**config.mk**
```make
export PLATFORM = sky130hd
export DESIGN_NAME = frame_writer_flat
export DESIGN_NICKNAME = d
export VERILOG_FILES = /design/src/rtl/frame_writer_if.sv /design/src/rtl/frame_writer.sv /design/src/flat_wrapper.sv
export SDC_FILE = /design/constraint.sdc
export NUM_CORES = 1
export LEC_CHECK = 0
export BUFFER_PORTS_ARGS = -buffer_cell sky130_fd_sc_hd__buf_2
export CAP_MARGIN = 15
export CELL_PAD_IN_SITES_DETAIL_PLACEMENT = 0
export CELL_PAD_IN_SITES_GLOBAL_PLACEMENT = 1
export CORE_ASPECT_RATIO = 0.6
export CORE_MARGIN = 2
export CORE_UTILIZATION = 45
export CTS_BUF_LIST = sky130_fd_sc_hd__clkbuf_8
export DETAILED_ROUTE_END_ITERATION = 6
export PLACE_DENSITY = 0.87
export SYNTH_ARGS = -nofsm -noshare
export SYNTH_HDL_FRONTEND = slang
export SYNTH_SLANG_ARGS = --single-unit
```
**constraint.sdc**
```tcl
create_clock -name ck -period 3.9 [get_ports ck]
set_input_delay 0.195 -clock ck [delete_from_list [all_inputs] [get_ports ck]]
set_output_delay 0.195 -clock ck [all_outputs]
set_load 0.01 [all_outputs]
```
**src/rtl/frame_writer_if.sv**
```systemverilog
// frame_writer_if: per-channel sample stream feeding the frame writer.
//   in_valid : sample present on in_data this edge
//   in_sync  : qualifies in_valid, the sample is channel 0
//   in_data  : 16-bit two's complement sample
//   master drives the stream, slave (frame_writer) consumes it.
interface frame_writer_if;
    logic        in_valid;
    logic        in_sync;
    logic [15:0] in_data;
    modport master (output in_valid, in_sync, in_data);
    modport slave  (input  in_valid, in_sync, in_data);
endinterface

```
**src/rtl/frame_writer.sv**
```systemverilog
// frame_writer: writes a sample stream into the frame-organised audio RAM and launches one sequencer pass per frame.
//   ck, rst  : falling-edge clock, asynchronous active-high reset
//   src      : sample stream (in_valid, in_sync, in_data)
//   clr      : clears the sticky overrun / sync_err flags
//   seq_done : sequencer done
//   we, waddr, wdata : audio RAM write port, waddr = {wframe, chan}
//   frame    : most recently completed frame index
//   seq_run  : sequencer run (high = run)
//   overrun, sync_err : sticky error flags
module frame_writer #(
    parameter int FRAME_W = 4,
    parameter int CHAN_W  = 4,
    parameter int NCHAN   = 8,
    parameter int GAP     = 2
) (
    input  logic                      ck,
    input  logic                      rst,
    frame_writer_if.slave             src,
    input  logic                      clr,
    input  logic                      seq_done,
    output logic                      we,
    output logic [FRAME_W+CHAN_W-1:0] waddr,
    output logic [15:0]               wdata,
    output logic [FRAME_W-1:0]        frame,
    output logic                      seq_run,
    output logic                      overrun,
    output logic                      sync_err
);
    localparam int GAP_W = $clog2(GAP + 1);

    typedef enum logic [1:0] {ST_IDLE, ST_RUN, ST_GAP} state_t;

    state_t                    state_q, state_d;
    logic                      we_q, we_d;
    logic [FRAME_W+CHAN_W-1:0] waddr_q, waddr_d;
    logic [15:0]               wdata_q, wdata_d;
    logic [FRAME_W-1:0]        frame_q, frame_d;
    logic [FRAME_W-1:0]        wframe_q, wframe_d;
    logic [CHAN_W-1:0]         chan_q, chan_d;
    logic [GAP_W-1:0]          gap_q, gap_d;
    logic                      req_q, req_d;
    logic                      overrun_q, overrun_d;
    logic                      sync_err_q, sync_err_d;
    logic [CHAN_W-1:0]         c;
    logic                      last;
    logic                      gap_done;

    always_comb begin
        c          = src.in_sync ? '0 : chan_q;
        last       = src.in_valid && (c == CHAN_W'(NCHAN - 1));
        we_d       = src.in_valid;
        waddr_d    = src.in_valid ? {wframe_q, c} : waddr_q;
        wdata_d    = src.in_valid ? src.in_data : wdata_q;
        chan_d     = !src.in_valid ? chan_q : last ? '0 : c + CHAN_W'(1);
        frame_d    = last ? wframe_q : frame_q;
        wframe_d   = last ? wframe_q + FRAME_W'(1) : wframe_q;
        // the start request is registered so seq_run rises one edge after the last RAM write
        req_d      = last;
        gap_done   = gap_q == GAP_W'(GAP - 1);
        state_d    = state_q;
        gap_d      = '0;
        case (state_q)
            ST_IDLE: state_d = req_q ? ST_RUN : ST_IDLE;
            ST_RUN:  state_d = seq_done ? ST_GAP : ST_RUN;
            ST_GAP: begin
                // a request landing on the exit edge is taken straight into RUN
                state_d = gap_done ? (req_q ? ST_RUN : ST_IDLE) : ST_GAP;
                gap_d   = gap_done ? '0 : gap_q + GAP_W'(1);
            end
            default: state_d = ST_IDLE;
        endcase
        overrun_d  = (req_q && (state_q == ST_RUN || (state_q == ST_GAP && !gap_done)))
                   || (overrun_q && !clr);
        sync_err_d = (src.in_valid && src.in_sync && chan_q != '0) || (sync_err_q && !clr);
    end

    always_ff @(negedge ck or posedge rst) begin
        if (rst) begin
            state_q    <= ST_IDLE;
            we_q       <= 1'b0;
            waddr_q    <= '0;
            wdata_q    <= '0;
            frame_q    <= '1;
            wframe_q   <= '0;
            chan_q     <= '0;
            gap_q      <= '0;
            req_q      <= 1'b0;
            overrun_q  <= 1'b0;
            sync_err_q <= 1'b0;
        end else begin
            state_q    <= state_d;
            we_q       <= we_d;
            waddr_q    <= waddr_d;
            wdata_q    <= wdata_d;
            frame_q    <= frame_d;
            wframe_q   <= wframe_d;
            chan_q     <= chan_d;
            gap_q      <= gap_d;
            req_q      <= req_d;
            overrun_q  <= overrun_d;
            sync_err_q <= sync_err_d;
        end
    end

    assign we       = we_q;
    assign waddr    = waddr_q;
    assign wdata    = wdata_q;
    assign frame    = frame_q;
    assign seq_run  = state_q == ST_RUN;
    assign overrun  = overrun_q;
    assign sync_err = sync_err_q;
endmodule

```
**src/flat_wrapper.sv**
```systemverilog
// flat-port wrapper written by rule: the top's interface ports become plain ports
module frame_writer_flat 
#(
    parameter int FRAME_W = 4,
    parameter int CHAN_W  = 4,
    parameter int NCHAN   = 8,
    parameter int GAP     = 2
)
  (ck, rst, clr, seq_done, we, waddr, wdata, frame, seq_run, overrun, sync_err, src_in_valid, src_in_sync, src_in_data);
  frame_writer_if src_i ();
  input  logic ck;
  input  logic rst;
  input  logic clr;
  input  logic seq_done;
  output logic we;
  output logic [FRAME_W+CHAN_W-1:0] waddr;
  output logic [15:0] wdata;
  output logic [FRAME_W-1:0] frame;
  output logic seq_run;
  output logic overrun;
  output logic sync_err;
  input wire logic [$bits(src_i.in_valid)-1:0] src_in_valid;
  input wire logic [$bits(src_i.in_sync)-1:0] src_in_sync;
  input wire logic [$bits(src_i.in_data)-1:0] src_in_data;
  assign src_i.in_valid = src_in_valid;
  assign src_i.in_sync = src_in_sync;
  assign src_i.in_data = src_in_data;
  frame_writer #(.FRAME_W(FRAME_W), .CHAN_W(CHAN_W), .NCHAN(NCHAN), .GAP(GAP)) u_core (.ck(ck), .rst(rst), .src(src_i), .clr(clr), .seq_done(seq_done), .we(we), .waddr(waddr), .wdata(wdata), .frame(frame), .seq_run(seq_run), .overrun(overrun), .sync_err(sync_err));
endmodule
```
==> impl_summary.log <==
[metrics] run status: finished clean
[metrics] DRC: 0
[metrics] number of port buffers: 53
[metrics] number of antenna-violating nets in the routed design: 0
[metrics] number of synthesized flops with an enable pin: 0
[metrics] routed wirelength normalized by instance count: about 14 um
[metrics] clock sinks: 44
[metrics] Core Region: between 3000 and 4000 um2
[metrics] number of pins exceeding their max-slew limit in the final report: 0
[metrics] Tot Pwr: around 990 uW
[metrics] sequential cell area fraction in the yosys report: between 60% and 70%
[metrics] total length of routed wires: around 3.3 mm
[metrics] fraction of registers with async set or reset after synthesis: 100.0%
[metrics] cells resized by post-CTS repair: 0
[metrics] number of buffers added by the clock tree synthesis step: 5
[metrics] sequential cell area: 1106 um2
[metrics] initial antenna violation count: 0
[metrics] final hold violation count: 0
[metrics] Clk pin slew, worst setup/hold paths: about 0.05 ns
[metrics] clock insertion delay at the later pin of the skew report: 0.35 ns
[metrics] setup repair after global routing missed its margin: no
[metrics] portion of synthesized cell area occupied by the leading cell type: 56.94%
[metrics] max_cap viols: 0
[metrics] depth of the worst register-to-register path: 4
[metrics] Chip Height: about 52 um
[metrics] die width: roughly 85 um
[metrics] fraction of final layout cells sized beyond drive strength 1: a little over 50%
[metrics] leading cell types by count after synthesis: sky130_fd_sc_hd__dfrtn_1, sky130_fd_sc_hd__mux2_2, sky130_fd_sc_hd__inv_1
[metrics] Top-Level Pins: 54
[metrics] via count of the routed design: 1189
[metrics] gate count after technology mapping: 128
[metrics] leading cell type by number of instances after synthesis: sky130_fd_sc_hd__dfrtn_1
[metrics] final core utilization: about three fifths
[metrics] clock tree root driver cell: sky130_fd_sc_hd__clkbuf_8
[metrics] Worst Tran Pin Value: 0.3491 ns
[metrics] overflow left after global routing: 0
[metrics] class of the worst hold path: flop to flop
[metrics] arrival time at the worst endpoint: 3.15 ns
[metrics] count of buffers added by post-CTS timing repair for setup: 0
[metrics] average cell area after synthesis: roughly 14 um2
[metrics] Cell Pwr Density: between 400 and 500 nW/um2
[metrics] first-pass GRT wire length: roughly 5.4 mm
[metrics] maximum net fanout on the critical path: 4
[metrics] count of cells along the worst hold path: 1
[metrics] biggest area contributors in the synthesized netlist: sky130_fd_sc_hd__dfrtn_1, sky130_fd_sc_hd__mux2_2, sky130_fd_sc_hd__dfstp_2, sky130_fd_sc_hd__inv_1, sky130_fd_sc_hd__o21ai_0
[metrics] placed wire-length estimate after detailed placement: ~2.5 mm
[metrics] Die ar.: ~4400 um2
[metrics] count of inserted antenna diode cells: 0
[metrics] required time of the critical path: between 3 and 4 ns
[metrics] layout net count: around 220
[metrics] setup TNS after final layout: 0 ns
[metrics] vias in the first global route: 1111
[metrics] Pre-Repair DR Iteration Count: 4
[metrics] leakage component of the power: 1.129 nW
[metrics] number of placement rows: 17
[metrics] number of flip-flops and latches in the synthesized netlist: 44
[metrics] Initial Utilization: a little under half
[metrics] depth of the CTS H-tree: 2
[metrics] gr usage total: 15.97%
[metrics] Post-Synthesis Net Count: 152
[metrics] largest net degree at the start of global routing: 18
[metrics] Worst setup EP type: output port
[metrics] worst vdd ir: 0.0003433 V
[metrics] footprint of the multi-input gates: ~600 um2
[metrics] area leader, netlist: sky130_fd_sc_hd__dfrtn_1
[metrics] Post-Place Cells: 228
[metrics] per-cell via count in the routed design: 4.975
[metrics] relative slew slack: around three quarters
[metrics] routability cong.: about 0.85
[metrics] post-layout instance count excluding filler cells: about 240
[metrics] final setup violating endpoints: 0
[metrics] maximum buffer depth of the clock tree: 2
[metrics] Post-CTS Hold Fix Bufs: 0
[metrics] final setup skew: ~0.05 ns
[metrics] Synth cell types: 28
[metrics] commonest register cell after synthesis: sky130_fd_sc_hd__dfrtn_1
[metrics] startpoint type of the worst setup path: flop
[metrics] cell area after synthesis: ~1800 um2
[metrics] number of DRC markers in iteration 0: 70
[metrics] yosys warns: 0
[metrics] number of fill cells: between 300 and 400
[metrics] clock tree from TritonCTS: yes
[metrics] area growth from synthesis to layout: 25.91%
[metrics] Worst Setup Path Type: flop to output port
-- stage by stage --
stage	hold slack [ns]	setup WS, ns	cell area (um2)
after floorplan	0.4080	0.7398	1758
after global placement	0.4256	0.4747	2093
after detailed placement	0.4291	0.3874	2093
after CTS	0.4311	0.5321	2213
after global routing	0.4384	0.4951	2213
final	0.4269	0.5559	2213
-- worst max-delay path, cell delays in order, from the launching register on --
cell,delay (ns)
sky130_fd_sc_hd__dfrtn_1,0.45
sky130_fd_sc_hd__nor2b_1,0.27
sky130_fd_sc_hd__buf_2,0.18
-- power breakdown --
| part | switching [mW] | total [mW] | internal, mW | leakage [nW] |
|---|---|---|---|---|
| Combinational | 0.0584 | 0.116 | 0.0574 | 0.502 |
| Clock | 0.159 | 0.353 | 0.193 | 0.0754 |
| Sequential | 0.0224 | 0.517 | 0.494 | 0.551 |
| Total | 0.240 | 0.985 | 0.745 | 1.13 |
-- cell type report --
| cell class | count | share of cell area [%] |
|---|---|---|
| tap | 47 | 2.657 |
| multi-input combinational | 69 | 26.74 |
| inverter | 10 | 1.696 |
| sequential | 44 | 49.97 |
| timing repair buffer | 57 | 13.34 |
| clock buffer | 5 | 3.109 |
| clock inverter | 7 | 2.487 |
-- cell usage in the layout (no fill, tap or decap), types with 2 or more instances in the layout --
| master | Yosys | final |
|---|---|---|
| sky130_fd_sc_hd__buf_2 | 3 | 53 |
| sky130_fd_sc_hd__dfrtn_1 | 40 | 40 |
| sky130_fd_sc_hd__mux2_2 | 27 | 27 |
| sky130_fd_sc_hd__inv_1 | 11 | 13 |
| sky130_fd_sc_hd__o21ai_0 | 7 | 7 |
| sky130_fd_sc_hd__nand2_1 | 5 | 5 |
| sky130_fd_sc_hd__clkbuf_8 | 0 | 5 |
| sky130_fd_sc_hd__buf_4 | 0 | 4 |
| sky130_fd_sc_hd__dfstp_2 | 4 | 4 |
| sky130_fd_sc_hd__xnor2_1 | 3 | 3 |
| sky130_fd_sc_hd__nor2b_1 | 3 | 3 |
| sky130_fd_sc_hd__and3_1 | 2 | 2 |
| sky130_fd_sc_hd__nand4_1 | 2 | 2 |
| sky130_fd_sc_hd__a31oi_1 | 2 | 2 |
| sky130_fd_sc_hd__nor2_1 | 2 | 2 |
| sky130_fd_sc_hd__a32o_1 | 2 | 2 |
| sky130_fd_sc_hd__ha_1 | 2 | 2 |
-- routing by layer --
metal | vias to the layer above | GRT usage [%] | part of all wire (%)
li1 | 576 | - | -
met1 | 579 | 22.49 | 46
met2 | 29 | 23.88 | 47
met3 | 5 | 4.094 | 5.2
met4 | 0 | 6.349 | 1.2
met5 | - | 0 | 0
-- path summary, 6_finish.rpt --
check,from,slack (ns),to
worst max-delay path,u_core.state_q[0],0.56,seq_run
worst min-delay path,u_core.gap_q[1],0.43,u_core.gap_q[1]
worst min register to register,u_core.gap_q[1],0.43,u_core.gap_q[1]
worst max register to register,u_core.chan_q[0],2.18,u_core.wframe_q[1]
max in group asynchronous,rst,1.55,u_core.frame[3]
min in group asynchronous,rst,1.69,u_core.chan_q[2]
-- state kept, by name, summed over array words and instances, names as in the netlist, 2 cells and up --
name	flops
u_core.chan_q	4
u_core.frame	4
u_core.gap_q	2
u_core.state_q	2
u_core.waddr	8
u_core.wdata	16
u_core.wframe_q	4
-- cells by family (layout without fill, tap and decap cells) --
kind of cell	Yosys count	after routing	share of synthesized area [%]
AO/OA/AOI/OAI	17	17	6.477
multiplexers	27	27	17.30
adder cells (fa/ha/maj)	2	2	1.423
AND/OR/NAND/NOR	20	20	6.976
buffers and inverters	15	79	3.416
XOR/XNOR	3	3	1.495
flip-flops	44	44	62.92
Note: power is estimated with default switching activity, not from simulation.
